<file path="config.mk">
export PLATFORM = sky130hd
export DESIGN_NAME = jesd204_scrambler_multilane
export DESIGN_NICKNAME = d
export VERILOG_FILES = /design/src/rtl/jesd204_scrambler_pkg.sv /design/src/rtl/jesd204_scrambler_lane.sv /design/src/rtl/jesd204_scrambler_multilane.sv
export SDC_FILE = /design/constraint.sdc
export NUM_CORES = 1
export LEC_CHECK = 0
export BUFFER_PORTS_ARGS = -buffer_cell sky130_fd_sc_hd__buf_2
export CORE_MARGIN = 3
export CORE_UTILIZATION = 45
export DETAILED_ROUTE_END_ITERATION = 7
export GPL_TIMING_DRIVEN = 1
export HOLD_SLACK_MARGIN = 0.02
export MAX_ROUTING_LAYER = met4
export PLACE_DENSITY = 0.68
export SLEW_MARGIN = 30
export SYNTH_ARGS = -nofsm -noshare
export SYNTH_HDL_FRONTEND = slang
export SYNTH_SLANG_ARGS = --single-unit
</file>
<file path="constraint.sdc">
create_clock -name clk -period 6.1 [get_ports clk]
set_input_delay 0 -clock clk [delete_from_list [all_inputs] [get_ports clk]]
set_output_delay 0 -clock clk [all_outputs]
set_load 0.05 [all_outputs]
</file>
<file path="src/rtl/jesd204_scrambler_pkg.sv">
// Shared constants and helpers for the JESD204B multi-lane scrambler (1 + x^14 + x^15).
package jesd204_scrambler_pkg;

    localparam int POLY_LEN = 15;
    localparam int TAP_A = 14;
    localparam int TAP_B = 15;
    localparam logic [POLY_LEN-1:0] SEED_DEFAULT = 15'h7fff;
    localparam int LOCK_CNT_W = 4;

    // Beats needed before a descrambler lane has flushed its unknown history.
    function automatic int lock_beats(input int w);
        return (POLY_LEN + w - 1) / w;
    endfunction

    // Serial bit n of a lane word: octet n/8 first, bit 7 of each octet first.
    function automatic int serial_pos(input int n);
        return 8 * (n / 8) + 7 - (n % 8);
    endfunction

endpackage

</file>
<file path="src/rtl/jesd204_scrambler_lane.sv">
// One lane: 15-bit line-side history, word-wide unrolled (de)scrambling and lock counter.
module jesd204_scrambler_lane
    import jesd204_scrambler_pkg::*;
#(
    parameter int W = 32,
    parameter bit DESCRAMBLE = 1'b0,
    parameter logic [POLY_LEN-1:0] SEED = SEED_DEFAULT
) (
    input  logic         clk,
    input  logic         rst,
    input  logic         advance,
    input  logic         load,
    input  logic         enable,
    input  logic [W-1:0] in_word,
    output logic [W-1:0] out_word,
    output logic         locked
);

    logic [POLY_LEN-1:0] state_reg;
    logic [POLY_LEN-1:0] state_next;
    logic [POLY_LEN-1:0] start_state;
    logic [W-1:0]        proc_word;

    // A coincident seed load means this beat already starts from SEED.
    assign start_state = load ? SEED : state_reg;

    // state bit j holds the line bit seen j+1 positions ago.
    always_comb begin
        logic [POLY_LEN-1:0] st;
        logic                fb;
        logic                line_bit;
        st        = start_state;
        proc_word = '0;
        for (int i = 0; i < W; i++) begin
            fb = st[TAP_A-1] ^ st[TAP_B-1];
            if (DESCRAMBLE) begin
                line_bit                  = in_word[serial_pos(i)];
                proc_word[serial_pos(i)]  = in_word[serial_pos(i)] ^ fb;
            end else begin
                line_bit                  = in_word[serial_pos(i)] ^ fb;
                proc_word[serial_pos(i)]  = line_bit;
            end
            st = {st[POLY_LEN-2:0], line_bit};
        end
        state_next = st;
    end

    assign out_word = enable ? proc_word : in_word;

    always_ff @(posedge clk or posedge rst) begin
        if (rst) begin
            state_reg <= SEED;
        end else if (advance) begin
            state_reg <= state_next;
        end else if (load) begin
            state_reg <= SEED;
        end
    end

    if (DESCRAMBLE) begin : g_lock_dsc
        localparam logic [LOCK_CNT_W-1:0] LOCK_MAX = LOCK_CNT_W'(lock_beats(W));
        logic [LOCK_CNT_W-1:0] lock_cnt_reg;
        logic [LOCK_CNT_W-1:0] lock_cnt_next;

        always_comb begin
            lock_cnt_next = lock_cnt_reg;
            if (load) begin
                lock_cnt_next = advance ? LOCK_CNT_W'(1) : '0;
            end else if (advance && lock_cnt_reg != LOCK_MAX) begin
                lock_cnt_next = lock_cnt_reg + LOCK_CNT_W'(1);
            end
        end

        always_ff @(posedge clk or posedge rst) begin
            if (rst) begin
                lock_cnt_reg <= '0;
            end else begin
                lock_cnt_reg <= lock_cnt_next;
            end
        end

        assign locked = (lock_cnt_reg == LOCK_MAX);
    end else begin : g_lock_scr
        logic out_of_reset_reg;

        always_ff @(posedge clk or posedge rst) begin
            if (rst) begin
                out_of_reset_reg <= 1'b0;
            end else begin
                out_of_reset_reg <= 1'b1;
            end
        end

        assign locked = out_of_reset_reg;
    end

endmodule

</file>
<file path="src/rtl/jesd204_scrambler_multilane.sv">
// Multi-lane JESD204B scrambler/descrambler with a one-deep registered valid/ready output stage.
module jesd204_scrambler_multilane
    import jesd204_scrambler_pkg::*;
#(
    parameter int LANES = 4,
    parameter int OCTETS = 4,
    parameter bit DESCRAMBLE = 1'b0,
    parameter logic [POLY_LEN-1:0] SEED = SEED_DEFAULT
) (
    input  logic                        clk,
    input  logic                        rst,
    input  logic [LANES-1:0]            enable,
    input  logic                        seed_load,
    input  logic                        in_valid,
    output logic                        in_ready,
    input  logic [LANES*8*OCTETS-1:0]   in_data,
    output logic                        out_valid,
    input  logic                        out_ready,
    output logic [LANES*8*OCTETS-1:0]   out_data,
    output logic [LANES-1:0]            locked
);

    localparam int W = 8 * OCTETS;

    logic               accept;
    logic               out_valid_reg;
    logic [LANES*W-1:0] out_data_reg;
    logic [LANES*W-1:0] lane_out;

    assign in_ready = out_ready | ~out_valid_reg;
    assign accept   = in_valid & in_ready;

    for (genvar gi = 0; gi < LANES; gi++) begin : g_lane
        jesd204_scrambler_lane #(
            .W          (W),
            .DESCRAMBLE (DESCRAMBLE),
            .SEED       (SEED)
        ) u_lane (
            .clk      (clk),
            .rst      (rst),
            .advance  (accept),
            .load     (seed_load),
            .enable   (enable[gi]),
            .in_word  (in_data[gi*W +: W]),
            .out_word (lane_out[gi*W +: W]),
            .locked   (locked[gi])
        );
    end

    // Output register holds its beat until accepted downstream or replaced.
    always_ff @(posedge clk or posedge rst) begin
        if (rst) begin
            out_valid_reg <= 1'b0;
            out_data_reg  <= '0;
        end else if (accept) begin
            out_valid_reg <= 1'b1;
            out_data_reg  <= lane_out;
        end else if (out_ready) begin
            out_valid_reg <= 1'b0;
        end
    end

    assign out_valid = out_valid_reg;
    assign out_data  = out_data_reg;

endmodule

</file>
==> metrics.md, run 1 <==
| Metric | Value |
|---|---|
| Outcome | `completed` |
| Final setup violation count | `0` |
| # IOs | `271` |
| Worst-margin pin slew | `slightly above 0.8 ns` |
| Max FFs per register | `128` |
| Count of final max-slew check failures | `0` |
| Post-Route Setup TNS | `0 ns` |
| Final net count | `~1800` |
| Num CTS Buffers | `17` |
| FF+latch area | `4830 µm²` |
| Post-synth cell types | `36` |
| Fmax achieved | `roughly 0.44 GHz` |
| Bufs on Longest Clock Path | `2` |
| Dpl hpwl | `approximately 21000 µm` |
| CP most frequent cell | `buf_4` |
| Skew-Pair Late Insertion Delay | `approximately 0.44 ns` |
| Initial antenna violation count | `0` |
| Sequential element share of the synthesized area | `0.398` |
| Layout cells sized above 1 | `0.220` |
| Total wire length | `approximately 32000 µm` |
| CP peak stage delay | `0.70 ns` |
| Critical path's top delay family | `buffers and inverters` |
| Fillers | `roughly 2300` |
| Hold WS | `about 0.05 ns` |
| Net Count, Synth | `about 1500` |
| Flop and latch count out of synthesis | `190` |
| Initial Util | `0.461` |
| CTS tree | `built` |
| Area growth syn-to-layout | `27.2%` |
| Clock Pin Slew Worst Setup and Hold Paths | `0.08 ns` |
| Inserted Diodes | `0` |
| Max VDD drop | `0.230 mV` |
| Commonest non-fill, non-tap cell in the layout | `xnor2_1` |
| Clk root buf | `clkbuf_16` |
| Synth Flop Type | `dfrtp_1` |
| Post-route ant nets | `0` |
| Leakage | `between 6 and 7 nW` |
| Area of the multi-input gates | `between 6000 and 7000 µm²` |
| Die area | `28900 µm²` |
| Crit Path Category | `in2reg` |
| Vias | `around 10000` |
| Min Tclk post-route | `2.26 ns` |
| Syn_area_per_cell | `8.73 µm²` |
| Pin count of the biggest net entering global routing | `131` |
| CP endpoint kind | `register` |
| Clock skew | `0.0156 ns` |
| Overflow after GRT | `0` |
| Gr usage total | `0.226` |
| Vias/cell | `4.95` |
| Post-synthesis cell area | `12100 µm²` |
| Worst path slowest cell | `buf_4` |
| Core Area | `26300 µm²` |
| Die Span X | `170 µm` |
| Overall power | `0.00607 W` |
| TritonCTS Sinks | `190` |
| Worst-path cell chain | `buf_4 -> buf_4 -> nor2_1 -> xnor2_2 -> xnor3_1 -> mux2i_1 -> o21ai_0` |
| Mapped Cells | `approximately 1400` |
| Max Cap Viol | `0` |
| EDFF count, synth | `0` |
| WP data required | `between 6 and 7 ns` |
| Crit path buf inv count | `2` |
| DR WL/cell | `15.5 µm` |
| H-tree depth | `4` |
| Commonest non-fill, non-tap cells in the layout | `xnor2_1, buf_2, nor2_1` |
| Port bufs | `270` |
| First-pass GRT wire length | `about 52000 µm` |
| Vias in the first global route | `10200` |
| Fin. Hold Viols | `0` |
| Hold/Removal Path Class | `in2reg` |
| CP Launch Type | `primary input` |
| Relative slew slack | `0.458` |
| Die height | `~170 µm` |
| Largest fanout on the critical path | `69` |
| DR iter-0 viols | `553` |
| Asr flop ratio synth | `1.00` |
| RSZ-0062 raised after global routing | `false` |
| # DRC | `0` |
| YS warnings | `0` |
| CP arrival | `2.54 ns` |
| Fin crit share | `0.371` |
| Final GP Congestion | `about 0.88` |
| PD cells | `394 nW/µm²` |
| DRT Pass-1 Iters | `5` |
| Site Rows | `59` |
## cells in the mapped netlist, drive strengths merged (4+ instances only)
library cell | count | share of area
buf | 58 | 0.021
nand3b | 20 | 0.012
dfrtp | 130 | 0.27
xnor2 | 328 | 0.24
nor2 | 232 | 0.072
nand2b | 6 | 0.0031
a211o | 4 | 0.0029
a21oi | 40 | 0.017
dfstp | 60 | 0.13
or3 | 10 | 0.0052
inv | 25 | 0.0077
xor2 | 58 | 0.042
a31oi | 6 | 0.0031
nor3 | 32 | 0.013
xnor3 | 4 | 0.0074
and3 | 6 | 0.0031
mux2i | 12 | 0.0099
o31a | 20 | 0.014
o21ai | 108 | 0.045
a21o | 8 | 0.0050
clkbuf | 57 | 0.018
nand2 | 141 | 0.044
a211oi | 6 | 0.0037
nor2b | 4 | 0.0021
## stage by stage
step / setup slack (ns) / util / cell area, µm² / cells
5_1_grt: 3.63 / 0.587 / 15400 / 2046
3_5_place_dp: 3.40 / 0.514 / 13500 / 1884
4_1_cts: 3.68 / 0.586 / 15400 / 2046
2_1_floorplan: 1.03 / - / 12100 / 1389
3_3_place_gp: 3.46 / 0.513 / 13500 / 1883
6_report: 3.84 / 0.587 / 15400 / 2046
## metal layers
layer	up-vias	track usage	share of wire
met2	285	0.367	0.47
met1	4774	0.299	0.47
met4	0	0.0557	0.014
li1	5029	-	-
met5	-	-	0
met3	30	0.0325	0.050
## cell families after synthesis
kind of cell    Yosys count  share of synthesized area
simple gates            458                      0.159
xor+xnor                390                      0.292
compound gates          198                     0.0941
flops                   190                      0.398
buf+inv                 140                     0.0467
mux                      12                    0.00991
other cells               1                   0.000309
## power breakdown
group / internal [W] / total [W] / leakage [nW] / switching [W]
logic: 0.00111 / 0.00289 / 4.14 / 0.00178
registers: 0.00167 / 0.00201 / 2.19 / 0.000344
clock network: 0.000629 / 0.00117 / 0.282 / 0.000539
total: 0.00341 / 0.00607 / 6.62 / 0.00266
## area by class of cell
cell class / instances / area share
multi-input cells: 1059 / 0.437
repair buffers: 405 / 0.177
well taps: 335 / 0.0272
inverters: 25 / 0.00690
clock buffers: 20 / 0.0290
flip-flops and latches: 190 / 0.313
clock inverters: 12 / 0.00965
## path summary, 6_finish.rpt
kind | from | endpoint | slack (ns) | cells after the start
min in group asynchronous | rst | out_data[97] | 0.19 | 3
worst min-delay path | in_data[119] | out_data[119] | 0.05 | 4
worst max register to register | out_valid | out_data[57] | 3.89 | 6
worst min register to register | out_data[13] | out_data[13] | 0.48 | 2
worst max-delay path | seed_load | out_data[88] | 3.84 | 7
max in group asynchronous | rst | out_data[106] | 4.51 | 4
## tightest hold or removal path: cells and delay by family
family / cells / cell delay (ns)
AOI/OAI and AO/OA: 2 / 0.24
buffers and inverters: 1 / 0.12
and+or+nand+nor: 1 / 0.09
## timing repair
item	in CTS	in global routing
endpoints found under the setup margin	0	0
setup buffers	0	0
endpoints found under the hold margin	268	0
gates resized for setup	0	0
hold buffers	130	0
(Power assumes the default switching activity.)
==> run 2: changes to the inputs <==
==> constraint.sdc (replaced) <==
create_clock -name clk -period 2.1 [get_ports clk]
set_input_delay 0 -clock clk [delete_from_list [all_inputs] [get_ports clk]]
set_output_delay 0 -clock clk [all_outputs]
set_load 0.05 [all_outputs]
==> run 2 against run 1 <==
  * First-iteration DRC count down 2.5%
  * Sequential power rose to 2.9 times the previous value
  * Power rose to 2.9 times the previous value
  * Routed wire length up 2.5%
  * Via count up 1.6%
  * Die area unchanged
  * Critical path type is now reg2reg
  * Cell area up 2.3%
  * Clock power rose to 2.9 times the previous value
  * Non-clock buffer count up 35
  * Highest routed layer unchanged
  * Clock-buffer cell count unchanged
  * Largest cell class unchanged
==> metrics.md, run 2 (synthesis gave the netlist of run 1 again) <==
| Metric | Value |
|---|---|
| Gr usage total | `0.231` |
| Final setup violation count | `0` |
| Final Util | `0.600` |
| Depth of the worst register-to-register path | `6` |
| Overflow after GRT | `0` |
| Commonest non-fill, non-tap cell in the layout | `xnor2_1` |
| Initial antenna violation count | `1` |
| Site Rows | `59` |
| Area growth syn-to-layout | `30.1%` |
| Relative slew slack | `0.545` |
| Hold/Removal Path Class | `in2reg` |
| RSZ-0062 raised after global routing | `true` |
| Vias | `between 10000 and 15000` |
| Fillers | `between 2000 and 2500` |
| Hold depth | `4` |
| Outcome | `completed` |
| Max VDD drop | `0.682 mV` |
| Commonest non-fill, non-tap cells in the layout | `xnor2_1, buf_2, nor2_1` |
| DR iter-0 viols | `539` |
| Worst-margin pin slew | `0.681 ns` |
| Clk root buf | `clkbuf_16` |
| Max FFs per register | `128` |
| Core Area | `26300 µm²` |
| Total wire length | `32500 µm` |
| DRT Pass-1 Iters | `5` |
| CP endpoint kind | `register` |
| Die height | `170 µm` |
| R2R Setup Slk | `approximately 0.11 ns` |
| Worst-path cell chain | `xnor2_2 -> mux2i_1 -> xnor2_2 -> xor2_1 -> mux2i_1 -> a211o_1` |
| Die area | `28900 µm²` |
| Max Cap Viol | `0` |
| CP arrival | `2.31 ns` |
| H-tree depth | `4` |
| # DRC | `0` |
| Fin. Hold Viols | `0` |
| Fmax achieved | `0.503 GHz` |
| Dpl hpwl | `22500 µm` |
| Num CTS Buffers | `17` |
| Crit Path Category | `reg2reg` |
| CTS tree | `built` |
| DR WL/cell | `15.6 µm` |
| Largest fanout on the critical path | `4` |
| Port bufs | `270` |
| TritonCTS Sinks | `190` |
| Initial Util | `0.461` |
| Dpl cell area | `13800 µm²` |
| Die Span X | `170 µm` |
| Final GP Congestion | `0.837` |
| Worst path slowest cell | `dfstp_2` |
| CP Launch Type | `register` |
| Skew-Pair Late Insertion Delay | `0.44 ns` |
| Vias/cell | `4.94` |
| PD cells | `approximately 1100 nW/µm²` |
| Post-route ant nets | `0` |
| Leakage | `6.82 nW` |
| Min Tclk post-route | `1.99 ns` |
| First-pass GRT wire length | `approximately 53000 µm` |
| Clock skew | `~0.014 ns` |
| WP data required | `2.42 ns` |
| CP peak stage delay | `~0.6 ns` |
| Fin crit share | `0.946` |
| Design Area, Final | `15800 µm²` |
| # IOs | `271` |
| Pin count of the biggest net entering global routing | `102` |
| Count of final max-slew check failures | `0` |
| Bufs on Longest Clock Path | `2` |
| Final net count | `roughly 1900` |
| Layout cells sized above 1 | `0.241` |
| Vias in the first global route | `10556` |
| Clock Pin Slew Worst Setup and Hold Paths | `roughly 0.070 ns` |
run 2: path summary, 6_finish.rpt:
kind	from	end
hold / removal	in_data[119]	out_data[119]
hold reg to reg	out_data[79]	out_data[79]
min in group asynchronous	rst	out_data[74]
setup reg to reg	g_lane[0].u_lane.state_reg[13]	out_data[26]
max in group asynchronous	rst	out_data[12]
setup / recovery	g_lane[0].u_lane.state_reg[13]	out_data[26]
run 2: area by class of cell:
class / count / area, µm² / share of cell area
inverter: 25 / 97.6 / 0.00619
antenna: 1 / 2.50 / 0.000159
clock inverter: 12 / 150 / 0.00952
multi-input combinational: 1059 / 6770 / 0.429
tap: 335 / 419 / 0.0266
timing repair buffer: 440 / 3050 / 0.193
sequential: 190 / 4830 / 0.306
clock buffer: 20 / 457 / 0.0289
run 2: repair_timing:
item | 4_1_cts | 5_1_grt
buffers inserted | 0 | 1
endpoints found under the hold margin | 305 | 0
resized for setup | 0 | 5
endpoints found under the setup margin | 0 | 3
hold buffers | 128 | 0
run 2: per-layer routing:
layer	part of all wire	track usage	up-vias
met5	0	-	-
met4	0.017	0.0603	0
met3	0.048	0.0362	44
met2	0.47	0.378	275
met1	0.46	0.302	4855
li1	-	-	5105
run 2: through the flow:
| step | std cells | setup TNS [ns] | power (W) | setup slack, ns | hold slack (ns) |
|---|---|---|---|---|---|
| after floorplan | 1389 | -43.05 | 0.0124 | -0.299 | 0.108 |
| after global placement | 1920 | 0 | 0.0140 | 0.139 | 0.205 |
| after detailed placement | 1920 | 0 | 0.0142 | 0.0758 | 0.215 |
| after CTS | 2080 | 0 | 0.0179 | 0.0525 | 0.0239 |
| after global routing | 2082 | -0.0101 | 0.0189 | -0.00752 | 0.0364 |
| final | 2082 | 0 | 0.0178 | 0.113 | 0.0423 |
run 2: worst max-delay path, delay by kind of cell (launching register included):
kind                      cells  cell delay (ns)
xor gates and xnor gates      3             0.60
DFF                           1             0.60
AOI/OAI and AO/OA             1             0.27
muxes                         2             0.41
run 2: power by group:
part	internal (W)	switching [W]
sequential	0.00485	0.000994
combinational	0.00335	0.00521
clock	0.00186	0.00158
total	0.0101	0.00779
==> run 3: changes to the inputs <==
--- a/config.mk
+++ b/config.mk
@@ -6,13 +6,15 @@
 export NUM_CORES = 1
 export LEC_CHECK = 0
 export BUFFER_PORTS_ARGS = -buffer_cell sky130_fd_sc_hd__buf_2
+export CELL_PAD_IN_SITES_DETAIL_PLACEMENT = 1
+export CELL_PAD_IN_SITES_GLOBAL_PLACEMENT = 2
 export CORE_MARGIN = 3
-export CORE_UTILIZATION = 45
+export CORE_UTILIZATION = 33
 export DETAILED_ROUTE_END_ITERATION = 7
 export GPL_TIMING_DRIVEN = 1
 export HOLD_SLACK_MARGIN = 0.02
 export MAX_ROUTING_LAYER = met4
-export PLACE_DENSITY = 0.68
+export PLACE_DENSITY_LB_ADDON = 0.1
 export SLEW_MARGIN = 30
 export SYNTH_ARGS = -nofsm -noshare
 export SYNTH_HDL_FRONTEND = slang
==> run 3 against run 2 <==
  * Setup slack improved by 0.0044 ns
  * Hold slack better by 0.059 ns
  * Critical path type unchanged
  * Final cell count increased by 6.2%
  * Fmax grew 0.22%
  * Via count is 0.61% lower
  * Largest cell class unchanged
  * Global-route usage down 3.3 points
  * Die area increased by 35%
  * Non-clock buffer count grew 1
  * Core utilization fell by 16 points
  * Sequential cell count is the same
  * Combinational power up 0.7%
==> metrics.md, run 3 (synthesis gave the netlist of run 1 again) <==
| Metric | Value |
|---|---|
| Vias/cell | `between 4 and 5` |
| CP endpoint kind | `register` |
| CP most frequent cell | `xnor2_2` |
| Count of final max-slew check failures | `0` |
| CP arrival | `2.32 ns` |
| Fmax achieved | `between 0.5 and 0.6 GHz` |
| Clock Pin Slew Worst Setup and Hold Paths | `0.07 ns` |
| Commonest non-fill, non-tap cells in the layout | `xnor2_1, buf_2, nor2_1` |
| Post-Place Cells | `2039` |
| H-tree depth | `4` |
| Hold WS | `approximately 0.10 ns` |
| First-pass GRT wire length | `60000 µm` |
| Clk root buf | `clkbuf_16` |
| Crit Path Category | `reg2reg` |
| Final net count | `1871` |
| Commonest non-fill, non-tap cell in the layout | `xnor2_1` |
| Max FFs per register | `between 100 and 150` |
| Final setup violation count | `0` |
| Core Area | `approximately 36000 µm²` |
| Post-route ant nets | `0` |
| Dpl hpwl | `26600 µm` |
| Fin crit share | `0.944` |
| Fillers | `~4300` |
| Die Span X | `198 µm` |
| Outcome | `completed` |
| Placement Setup Slack | `0.0863 ns` |
| PD cells | `about 1100 nW/µm²` |
| CTS tree | `built` |
| Worst-margin pin slew | `approximately 0.73 ns` |
| Max Cap Viol | `0` |
| Non-filler cells, final | `2212` |
| Relative slew slack | `0.514` |
| TritonCTS Sinks | `190` |
| Die area | `slightly below 40000 µm²` |
| Largest fanout on the critical path | `4` |
| Fin. Hold Viols | `0` |
| Hold/Removal Path Class | `in2reg` |
| Site Rows | `69` |
| Min Tclk post-route | `1.98 ns` |
| Max VDD drop | `0.625 mV` |
| Clock skew | `0.0113 ns` |
| Area growth syn-to-layout | `31.9%` |
| Total wire length | `roughly 37000 µm` |
| Vias in the first global route | `~11000` |
| Crit path buf inv count | `0` |
| DR iter-0 viols | `305` |
| RSZ-0062 raised after global routing | `false` |
| FF+latch area | `4830 µm²` |
| CP peak stage delay | `0.60 ns` |
| DRT Pass-1 Iters | `4` |
| Initial Util | `0.338` |
| Bufs on Longest Clock Path | `2` |
| CP Launch Type | `register` |
| Final GP Congestion | `0.794` |
| Die height | `198 µm` |
| Critical path's top delay family | `XOR/XNOR gates` |
| Leakage | `around 6.8 nW` |
| # DRC | `0` |
| Worst-path cell chain | `xnor2_2 -> mux2i_2 -> xnor2_2 -> xor2_1 -> mux2i_1 -> a211o_1` |
| Area of the multi-input gates | `roughly 6800 µm²` |
| Skew-Pair Late Insertion Delay | `between 0.4 and 0.5 ns` |
| DR WL/cell | `16.8 µm` |
| Post-Route Setup TNS | `0 ns` |
| Overall power | `0.0182 W` |
| Overflow after GRT | `0` |
| Setup WS post-layout | `0.117 ns` |
| Port bufs | `270` |
| Initial antenna violation count | `5` |
| Num CTS Buffers | `17` |
| Pin count of the biggest net entering global routing | `97` |
| Vias | `10216` |
| # IOs | `~270` |
| WP data required | `2.43 ns` |
| Worst path slowest cell | `dfstp_2` |
| Layout cells sized above 1 | `0.237` |
| Gr usage total | `0.199` |
==> run 3: final timing paths <==
check | start | to | slack (ns) | cells past startpoint
setup / recovery | g_lane[0].u_lane.state_reg[13] | out_data[26] | 0.12 | 6
hold / removal | seed_load | g_lane[2].u_lane.state_reg[1] | 0.10 | 3
setup reg to reg | g_lane[0].u_lane.state_reg[13] | out_data[26] | 0.12 | 6
hold reg to reg | out_data[79] | out_data[79] | 0.47 | 2
max in group asynchronous | rst | out_data[11] | 1.35 | 4
min in group asynchronous | rst | out_data[92] | 0.25 | 4
==> run 3: final cells by class <==
type | count | area share
sequential | 190 | 0.302
antenna | 4 | 0.000626
inverter | 25 | 0.00610
clock inverter | 12 | 0.0120
clock buffer | 20 | 0.0279
timing repair buffer | 441 | 0.192
tap | 461 | 0.0361
multi-input combinational | 1059 | 0.423
==> run 3: through the flow <==
stage / utilization / area (µm²)
2_1_floorplan: - / 12100
3_3_place_gp: 0.389 / 14000
3_5_place_dp: 0.389 / 14000
4_1_cts: 0.444 / 15900
5_1_grt: 0.445 / 16000
6_report: 0.445 / 16000
==> run 3: worst reg2reg max path, cell delays in order, from the launching register on <==
cell,delay (ns)
dfstp_2,0.60
xnor2_2,0.16
mux2i_2,0.28
xnor2_2,0.17
xor2_1,0.27
mux2i_1,0.11
a211o_1,0.27
==> run 3: repair_timing <==
item	4_1_cts	5_1_grt
gates resized for setup	0	4
hold buffers	134	0
hold endpoints to repair	310	0
setup buffers	0	3
endpoints found under the setup margin	0	4
==> run 3: metal layers <==
metal / wire [µm] / track usage / share of wire
met1: 17700 / 0.260 / 0.48
met5: 0 / - / 0
met2: 17600 / 0.323 / 0.47
met4: 428 / 0.0433 / 0.011
met3: 1450 / 0.0363 / 0.039
==> run 3: where the power goes <==
group	total, W	switching, W	internal [W]
Sequential	0.00586	0.00101	0.00485
Combinational	0.00862	0.00527	0.00335
Clock	0.00368	0.00154	0.00214
Total	0.0182	0.00782	0.0103
